## config.mk

```make
export PLATFORM = sky130hd
export DESIGN_NAME = id_ex_stage_reg
export DESIGN_NICKNAME = d
export VERILOG_FILES = /design/src/rtl/id_ex_stage_reg.sv
export SDC_FILE = /design/constraint.sdc
export NUM_CORES = 1
export LEC_CHECK = 0
export CELL_PAD_IN_SITES_DETAIL_PLACEMENT = 2
export CELL_PAD_IN_SITES_GLOBAL_PLACEMENT = 2
export CORE_UTILIZATION = 26
export DETAILED_ROUTE_END_ITERATION = 16
export PLACE_DENSITY_LB_ADDON = 0.1
export SKIP_CTS_REPAIR_TIMING = 1
export SYNTH_ARGS = -nofsm -noshare
export SYNTH_HDL_FRONTEND = slang
export SYNTH_SLANG_ARGS = --single-unit
```

## constraint.sdc

```tcl
create_clock -name clk -period 1.6 [get_ports clk]
set_input_delay 0.24 -clock clk [delete_from_list [all_inputs] [get_ports clk]]
set_output_delay 0.24 -clock clk [all_outputs]
set_load 0.01 [all_outputs]
```

## src/rtl/id_ex_stage_reg.sv

```systemverilog
// ID/EX pipeline register with load-use hazard detection, flush/freeze handling and bubble insertion.
// Optional bubble counter enabled by defining ID_EX_BUBBLE_CNT_EN.
module id_ex_stage_reg #(
   parameter int unsigned DATA_W = 32,
   parameter int unsigned REG_W  = 4
) (
   input  logic              clk,
   input  logic              rst,
   input  logic              freeze,
   input  logic              flush,
   input  logic              id_valid,
   input  logic [DATA_W-1:0] id_pc,
   input  logic [DATA_W-1:0] id_val_rn,
   input  logic [DATA_W-1:0] id_val_rm,
   input  logic              id_imm,
   input  logic [11:0]       id_shift_operand,
   input  logic [23:0]       id_signed_imm24,
   input  logic [REG_W-1:0]  id_dest,
   input  logic [REG_W-1:0]  id_src1,
   input  logic [REG_W-1:0]  id_src2,
   input  logic              id_two_src,
   input  logic [3:0]        id_alu_command,
   input  logic              id_mem_read,
   input  logic              id_mem_write,
   input  logic              id_wb_en,
   input  logic              id_branch,
   input  logic              id_status_en,
   input  logic              id_carry,
   output logic              ex_valid,
   output logic [DATA_W-1:0] ex_pc,
   output logic [DATA_W-1:0] ex_val_rn,
   output logic [DATA_W-1:0] ex_val_rm,
   output logic              ex_imm,
   output logic [11:0]       ex_shift_operand,
   output logic [23:0]       ex_signed_imm24,
   output logic [REG_W-1:0]  ex_dest,
   output logic [REG_W-1:0]  ex_src1,
   output logic [REG_W-1:0]  ex_src2,
   output logic              ex_two_src,
   output logic [3:0]        ex_alu_command,
   output logic              ex_mem_read,
   output logic              ex_mem_write,
   output logic              ex_wb_en,
   output logic              ex_branch,
   output logic              ex_status_en,
   output logic              ex_carry,
   output logic              hazard,
   output logic              ex_branch_taken,
   output logic [15:0]       bubble_count
);

   typedef struct packed {
      logic              valid;
      logic [DATA_W-1:0] pc;
      logic [DATA_W-1:0] val_rn;
      logic [DATA_W-1:0] val_rm;
      logic              imm;
      logic [11:0]       shift_operand;
      logic [23:0]       signed_imm24;
      logic [REG_W-1:0]  dest;
      logic [REG_W-1:0]  src1;
      logic [REG_W-1:0]  src2;
      logic              two_src;
      logic [3:0]        alu_command;
      logic              mem_read;
      logic              mem_write;
      logic              wb_en;
      logic              branch;
      logic              status_en;
      logic              carry;
   } stage_t;

   stage_t stage_q, stage_d;
   logic   insert_bubble;

   // Load in EX whose result is needed by the instruction now in ID.
   assign hazard = stage_q.valid && stage_q.mem_read && stage_q.wb_en && id_valid &&
                   ((id_src1 == stage_q.dest) || (id_two_src && (id_src2 == stage_q.dest)));

   assign insert_bubble = flush || hazard;

   always_comb begin
      stage_d = stage_q;
      if (freeze) begin
         stage_d = stage_q;
      end else if (insert_bubble) begin
         stage_d = '0;
      end else begin
         stage_d.valid         = id_valid;
         stage_d.pc            = id_pc;
         stage_d.val_rn        = id_val_rn;
         stage_d.val_rm        = id_val_rm;
         stage_d.imm           = id_imm;
         stage_d.shift_operand = id_shift_operand;
         stage_d.signed_imm24  = id_signed_imm24;
         stage_d.dest          = id_dest;
         stage_d.src1          = id_src1;
         stage_d.src2          = id_src2;
         stage_d.two_src       = id_two_src;
         stage_d.alu_command   = id_alu_command;
         stage_d.carry         = id_carry;
         // An empty slot must never cause a side effect downstream.
         stage_d.mem_read      = id_valid && id_mem_read;
         stage_d.mem_write     = id_valid && id_mem_write;
         stage_d.wb_en         = id_valid && id_wb_en;
         stage_d.branch        = id_valid && id_branch;
         stage_d.status_en     = id_valid && id_status_en;
      end
   end

   always_ff @(posedge clk or negedge rst) begin
      if (!rst) begin
         stage_q <= '0;
      end else begin
         stage_q <= stage_d;
      end
   end

   assign ex_valid         = stage_q.valid;
   assign ex_pc            = stage_q.pc;
   assign ex_val_rn        = stage_q.val_rn;
   assign ex_val_rm        = stage_q.val_rm;
   assign ex_imm           = stage_q.imm;
   assign ex_shift_operand = stage_q.shift_operand;
   assign ex_signed_imm24  = stage_q.signed_imm24;
   assign ex_dest          = stage_q.dest;
   assign ex_src1          = stage_q.src1;
   assign ex_src2          = stage_q.src2;
   assign ex_two_src       = stage_q.two_src;
   assign ex_alu_command   = stage_q.alu_command;
   assign ex_mem_read      = stage_q.mem_read;
   assign ex_mem_write     = stage_q.mem_write;
   assign ex_wb_en         = stage_q.wb_en;
   assign ex_branch        = stage_q.branch;
   assign ex_status_en     = stage_q.status_en;
   assign ex_carry         = stage_q.carry;
   assign ex_branch_taken  = stage_q.branch && stage_q.valid;

`ifdef ID_EX_BUBBLE_CNT_EN
   logic [15:0] bubble_count_q;

   // Counts only flush/hazard bubbles, saturating at all ones.
   always_ff @(posedge clk or negedge rst) begin
      if (!rst) begin
         bubble_count_q <= '0;
      end else if (!freeze && insert_bubble && (bubble_count_q != 16'hFFFF)) begin
         bubble_count_q <= bubble_count_q + 16'd1;
      end
   end

   assign bubble_count = bubble_count_q;
`else
   assign bubble_count = 16'h0000;
`endif

endmodule

```

* After elaboration in Yosys (flattened, before gate mapping)
Index checks and enable logic that the tools add are counted.
Storage, ports and cells: memory bits (writable) 0, register bits 157, output and inout port bits 175, logic and storage cells 34, bits in latches 0, bits in read-only memories 0, memories 0, input bits 161
Cells by class: eq/ne operators 2, multiplexer cells 1, bitwise gates (word level) 0, magnitude comparators 0, reduce and logical (&&, ||, !) cells 13, shifts and indexed selects 0, add/sub/neg operators 0, multipliers 0, div/mod/pow operators 0
Operator list (number):
- $mux 157 | 1
- $logic_and 1x1->1 | 11
- $eq 4x4->1 | 2
- $logic_or 1x1->1 | 2

* Depth between registers and ports, before layout
Gate-level depths: netlist (run 1).
depth in word-level cells 6, mapped depth 6

* Worst setup path after synthesis (run 1)
Ideal clock, no wire load.
path kind register -> register, start register stage_q, in the netlist ex_dest[2], end register stage_q, in the netlist ex_pc[0], buffers on the path 2, stages on the path, launching flop included 7, data arrival time 1375 ps, setup slack 78 ps, cell sequence dfrtp_1 xnor2_1 nand3_1 o22ai_2 buf_4 buf_6 o41ai_2
On the way: longest elaborated chain between the ends 6
RTL lines:
- start, declared | line 73 | stage_t stage_q, stage_d;
- start signal, assigned | line 115 | stage_q <= stage_d;
- $eq 4x4->1 | line 78 | ((id_src1 == stage_q.dest) || (id_two_src && (id_src2 == stage_q.dest)));
- $logic_and 1x1->1 | line 78
- $logic_or 1x1->1 * | line 78
- $logic_and 1x1->1 * | line 77 | assign hazard = stage_q.valid && stage_q.mem_read && stage_q.wb_en && id_valid &&
- $logic_or 1x1->1 * | line 80 | assign insert_bubble = flush || hazard;
- $mux 157 * | line 86 | end else if (insert_bubble) begin
Every way passes the cells marked *; elsewhere a longest branch is shown, timed or not. A chain may end at the register's enable or synchronous reset.

* Final worst setup path (run 1)
start register stage_q, in the netlist ex_dest[3], end output hazard
On the way: longest elaborated chain between the ends 4
RTL lines:
- $eq 4x4->1 | line 78
- $logic_and 1x1->1 | line 78
- $logic_or 1x1->1 * | line 78
- $logic_and 1x1->1 * | line 77
- end, declared | line 47 | output logic hazard,
Marks and branches as above.

==> impl_metrics.json, run 1 <==
{
  "status": "finished with violations",
  "violations": "setup timing",
  "yosys.area_share.simple_pct": 7.76,
  "final_layout_size_suffix_gt1_share_pct": 22.6,
  "post-dp-hpwl_um": 19400,
  "die_h_um": 177,
  "internal_power_mw": 7.89,
  "synth-adder-area-share_pct": 0,
  "avgSynthCellArea_um2": 11.2,
  "drt_iter0_drc": 410,
  "worstHoldStart": "freeze",
  "rr_worst_depth": 7,
  "end_kind": "output port",
  "synthCells": 714,
  "start_util_pct": 26.6,
  "r2r_end": "ex_val_rm[16]",
  "ys_warn_count": 0,
  "p_switching_mw": 3.18,
  "met3WireLength_um": 2040,
  "drc_errors": 0,
  "antenna_found_initial": 4,
  "cts_sinks": 157,
  "cp-start-kind": "flip-flop",
  "grtUsageTotal_pct": 17.6,
  "syn_area_um2": 7960,
  "swShare_pct": 28.7,
  "timing.final.crit_share_pct": 114,
  "ios": 336,
  "core_um2": 29900,
  "dieArea_um2": 31300,
  "hold_depth": 3,
  "setup_tns_ns": -21.79,
  "relSlewSlack_pct": 45.3,
  "viasPerCell": 4.65,
  "report.final.slew_viol_count": 0,
  "r2r_start": "ex_dest[3]",
  "clock_latency_ns": 0.43,
  "path_max_fanout": 4,
  "clock_path_buffers": 2,
  "min_to": "ex_val_rm[31]",
  "route.detailed.wl_per_inst_um": 20.4,
  "top_layer": "met5",
  "power_frac_seq_pct": 40.4,
  "yosys_register_bits": 157,
  "drt-met1-wl_um": 12900,
  "p_per_area_nw_per_um2": 865,
  "period_minus_slack_ns": 1.82,
  "final-setup-viol-count": 170,
  "grt_max_degree": 86,
  "ys_seq_area_share_pct": 49.3,
  "clkTransAtPathRegs_ns": 0.07,
  "fin_area_um2": 12800,
  "fmax_mhz": 549,
  "grt_pass1_wl_um": 42200,
  "crit_arrival_ns": 1.58,
  "final_nets": 1196,
  "synth_mux_area_share_pct": 0,
  "postRouteAntennaNets": 0,
  "tightest_slew_ns": 0.818,
  "skew_ns": 0.0151,
  "std_cell_rows": 63,
  "ir_drop_v": 0.000598,
  "finalHoldViolations": 0,
  "grt-ovfl-total": 0,
  "vias": 6705,
  "yosysUniqueCellTypes": 20,
  "synth_compound_area_share_pct": 29.0,
  "grt_pass1_vias": 7179,
  "setup_slack_ns": -0.222,
  "htree_levels": 4,
  "port_buffers": 319,
  "rsz0062_at_grt": "yes",
  "clkPwrFrac_pct": 38.4,
  "cp.required_ns": 1.36,
  "dpl_cell_area_um2": 11700,
  "cts_tree": "built",
  "route.met2.wl_um": 14000,
  "die_w_um": 177,
  "numCtsBuffers": 17,
  "syn2layout_area_growth_pct": 60.7,
  "cts-root-buf": "clkbuf_16",
  "p_comb_share_pct": 21.3,
  "gp_congestion": 0.734,
  "hold_path.class": "in -> reg",
  "dr.pass1.iters": 4,
  "rrSetupSlack_ns": -0.18,
  "max_cap_viol_count": 0,
  "leakage_nw": 6.29,
  "synth_top_family_by_area": "compound AO/OA/AOI/OAI gates",
  "finalWirelength_um": 29400,
  "critical_path_class": "reg -> out",
  "synth_xor_area_share_pct": 0.880
}
==> state kept, by name (all words and copies together) (netlist names) <==
| signal | flops |
|---|---|
| ex_pc | 32 |
| ex_imm | 1 |
| ex_carry | 1 |
| ex_val_rn | 32 |
| ex_alu_command | 4 |
| ex_two_src | 1 |
| ex_val_rm | 32 |
| ex_valid | 1 |
| ex_wb_en | 1 |
| ex_mem_read | 1 |
| ex_status_en | 1 |
| ex_mem_write | 1 |
| ex_src1 | 4 |
| ex_branch | 1 |
| ex_signed_imm24 | 24 |
| ex_dest | 4 |
| ex_src2 | 4 |
| ex_shift_operand | 12 |
==> layout make-up <==
class	instances	area, um^2
Clock buffer	19	453
Inverter	147	552
Clock inverter	13	140
Multi-Input combinational cell	343	3260
Fill cell	3067	17100
Timing Repair Buffer	369	3970
Tap cell	390	488
Sequential cell	157	3930
Antenna cell	3	7.51
==> worst max-delay path by stage <==
stage                     from  endpoint  slack [ns]  cells after the start
floorplan           ex_dest[2]  ex_pc[0]        0.08                      6
global placement    id_src2[2]    hazard       -0.61                      5
detailed placement  id_src2[2]  ex_pc[8]       -0.58                      7
CTS                 ex_dest[3]    hazard       -0.81                      4
global route        ex_dest[3]    hazard       -0.32                      4
finish              ex_dest[3]    hazard       -0.22                      4
==> synth_stat cells (all sizes together) <==
cell | n | area share, %
a32o | 10 | 1.3
and2 | 1 | 0.079
and4 | 1 | 0.11
buf | 35 | 3.8
clkbuf | 48 | 2.3
conb | 1 | 0.047
dfrtp | 157 | 49
inv | 147 | 6.9
nand2 | 149 | 7.0
nand2b | 1 | 0.079
nand3 | 3 | 0.19
nand4 | 3 | 0.24
nor2 | 1 | 0.047
o22a | 1 | 0.11
o22ai | 1 | 0.16
o41ai | 147 | 27
xnor2 | 8 | 0.88
==> through the flow <==
stage          power (mW)  hold slack, ns  utilization (%)  std cells  setup WS, ns
2_1_floorplan        5.44         -0.0556                -        729        0.0779
3_3_place_gp         6.85           0.220             39.2       1394        -0.608
3_5_place_dp         6.89           0.224             39.2       1394        -0.582
4_1_cts              11.2          -0.257             41.2       1426        -0.806
5_1_grt              11.6           0.130             42.8       1440        -0.318
6_report             11.1           0.134             42.8       1441        -0.222
==> metal layers <==
| layer | GRT usage, % | vias up |
|---|---|---|
| met5 | 0 | - |
| met4 | 5.64 | 2 |
| met3 | 5.30 | 30 |
| met2 | 28.9 | 212 |
| met1 | 22.1 | 3393 |
| li1 | - | 3068 |
==> power by group through the flow <==
stage | Combinational (mW) | Clock (mW) | Sequential (mW)
5_1_grt | 2.53 | 4.52 | 4.51
4_1_cts | 2.36 | 4.38 | 4.47
6_report | 2.36 | 4.25 | 4.47
2_1_floorplan | 0.782 | 0 | 4.66
3_5_place_dp | 2.35 | 0 | 4.53
3_3_place_gp | 2.31 | 0 | 4.54
==> cells in the final DEF (no fill, tap or decap), drive strengths merged, types with 2 or more instances in the layout <==
cell type and count:
clkdlybuf4s50 296, dfrtp 157, inv 157, nand2 149, o41ai 147, buf 47, clkbuf 26, dlymetal6s2s 18
conb 16, a32o 10, xnor2 8, diode 3, nand4 3, nand3 3, clkinv 2, o22a 2
==> logic make-up (layout without fill, tap and decap cells) <==
group	count (synthesis)	after routing
AOI/OAI and AO/OA	159	160
xor gates and xnor gates	8	8
buffers and inverters	230	548
DFF	157	157
other	1	19
and+or+nand+nor	159	159
==> worst max-delay path, cell delays in order (launching register included) <==
cell and delay (ns):
dfrtp_2 0.47, xnor2_2 0.20, nand3_2 0.12, o22ai_4 0.22, buf_6 0.15
Power figures use the tool's default switching activity.
==> inputs of run 2 (changes only) <==
ABC_AREA = 0   (was not set)
==> results of run 2 <==
Final layout, timing and power as in run 1 (identical DEF).
==> variant (config.mk and constraints of run 2) <==
The parameter `REG_W` goes from 4 to 6.
--- a/src/rtl/id_ex_stage_reg.sv
+++ b/src/rtl/id_ex_stage_reg.sv
@@ -4,3 +4,3 @@
    parameter int unsigned DATA_W = 32,
-   parameter int unsigned REG_W  = 4
+   parameter int unsigned REG_W  = 6
 ) (
Interface: changed (6 resized); port bits go from 336 to 348. The function was not compared with the original's and may differ.
==> variant against run 2 <==
The run still ends with setup timing left; global-route usage grew 1.4 points; wire length grew 5.1%; synthesized cell count down 14%; sequential cell count rose by 6; area after synthesis shrank 3.3%; first-iteration DRC count down 30%; final area decreased by 3.5%; setup slack got worse by 0.25 ns; total power grew 4.4%; highest routed layer is now met4.
==> variant: results (changes against run 2) <==
stage;metric;value;unit;change
outcome;outcome;complete, but fails checks;;
outcome;violations;setup timing;;
routing;wl_per_cell;23.4;um;+14%
power;power_leakage;5.26;nW;-16%
cts;htreeDepth;4;;unchanged
cts;clk_pin_slew;0.07;ns;about the same
placement;post-dp-hpwl;19900;um;+2.7%
layout;drive_gt1_frac;0.0928;;-0.133
cts;clk_latency;0.42;ns;
grt;grt_pass1_vias;7348;;+2.4%
power;power_switching_share;0.246;;-0.0410
setup_path;critPathSlowestCell;or4_4;;
power;power_frac_seq;0.401;;-0.003
grt;antenna_found_initial;1;;-3
power;powerDensity;936;mW/mm^2;+8.2%
setup_path;crit_fanout;4;;unchanged
routing;drt_iter0_drc;286;;-30%
grt;grt_pass1_wl;44800;um;+6.1%
timing;setup_viol;166;;-2.4%
cts;clock-root-buffer;clkbuf_16;;
power;clk-power;0.00475;W;+12%
layout;n_fill_cell;2898;;-5.5%
layout;layoutNonFillerInstCount;1324;;-8.1%
logic_synthesis;synth_warnings;0;;unchanged
setup_path;slowest_delay;0.48;ns;
timing;relSlewSlack;0.606;;+0.153
timing;setup-tns-final;-61.30;ns;-39.51 ns
cts;cts_buffer_depth;2;;unchanged
logic_synthesis;synthCells;616;;-14%
routing;drt-pass1-iter-count;4;;unchanged
logic_synthesis;synthFlopType;dfrtp_1;;
placement;io_buffers;331;;+3.8%
logic_synthesis;synth-seq-area-share;0.530;;+0.0366
logic_synthesis;synthArstFlopShare;1.00;;unchanged
placement;place_congestion;0.793;;+8.1%
logic_synthesis;synth_commonest_cells;163 x a32o_1, 163 x dfrtp_1, 149 x nor3b_1;;
logic_synthesis;synthTopCellsByArea;dfrtp_1 53%, a32o_1 21%, nor3b_1 15%, clkbuf_1 3.2%, clkbuf_8 1.8%;;
routing;num_vias;6753;;+0.72%
cts;numCtsBuffers;17;;unchanged
logic_synthesis;yosysUniqueCellTypes;19;;-5.0%
timing;fin_worst_skew;0.0125;ns;-0.00265 ns
placement;preCtsSetupSlack;-0.837;ns;-0.255 ns
grt;grt_usage;0.190;;+0.0140
placement;dpl-instance-area;0.0113;mm^2;-3.3%
layout;final_net_count;1094;;-8.5%
power;irDropWorstVdd;0.534;mV;-11%
min_path;hp-class;primary input to asynchronous set/reset pin;;
grt;grt_max_degree;97;;+13%
power;net-switching-power;0.00285;W;-11%
timing;finalWorstSetupSlack;-0.476;ns;-0.254 ns
setup_path;cp_top_family;simple AND/OR/NAND/NOR gates;;
setup_path;arrival;1.84;ns;+0.26 ns
[variant: changes by cell type in the layout (fill, tap and decap cells not counted), moves of 7 or more]
cell | before | now
and2_1 | 1 | 14
nor3b_1 | 0 | 149
dlymetal6s2s_1 | 18 | 32
xnor2_2 | 8 | 0
xor2_1 | 0 | 7
a32o_1 | 9 | 163
inv_1 | 147 | 0
o41ai_1 | 13 | 0
o41ai_2 | 134 | 0
nand2_1 | 149 | 0
dfrtp_1 | 153 | 163
[variant: logic make-up after synthesis]
family,Yosys count,share of synthesized area
buffers and inverters,104,0.0795
flip-flops,163,0.530
AND/OR/NAND/NOR,173,0.164
AO/OA/AOI/OAI,163,0.212
other,1,0.000487
XOR/XNOR,12,0.0137
[variant: worst paths after layout]
kind / from / to / slack [ns] / depth (start not counted)
worst max-delay path: ex_dest[1]$_DFFE_PN0N_ / hazard / -0.48 / 5
worst min-delay path: rst / ex_signed_imm24[9]$_DFFE_PN0N_ / 0.18 / 2
worst max register to register: ex_dest[1]$_DFFE_PN0N_ / ex_val_rn[13]$_DFFE_PN0N_ / -0.43 / 5
worst min register to register: ex_src1[3]$_DFFE_PN0N_ / ex_src1[3]$_DFFE_PN0N_ / 0.49 / 1
max in group asynchronous: rst / ex_val_rm[30]$_DFFE_PN0N_ / 0.89 / 3
min in group clk: flush / ex_dest[5]$_DFFE_PN0N_ / 0.34 / 3
[variant: metal layers]
metal  GRT usage  routed length (um)
met5           0                   0
met4      0.0559                 409
met3      0.0512                1830
met2       0.341               16200
met1       0.220               12500
[variant: final cells by class]
class	count	area share
well taps	384	0.0389
repair buffers	381	0.328
clock buffers	18	0.0356
multi-input cells	364	0.249
clock inverters	12	0.0184
diodes	2	0.000405
flip-flops and latches	163	0.330
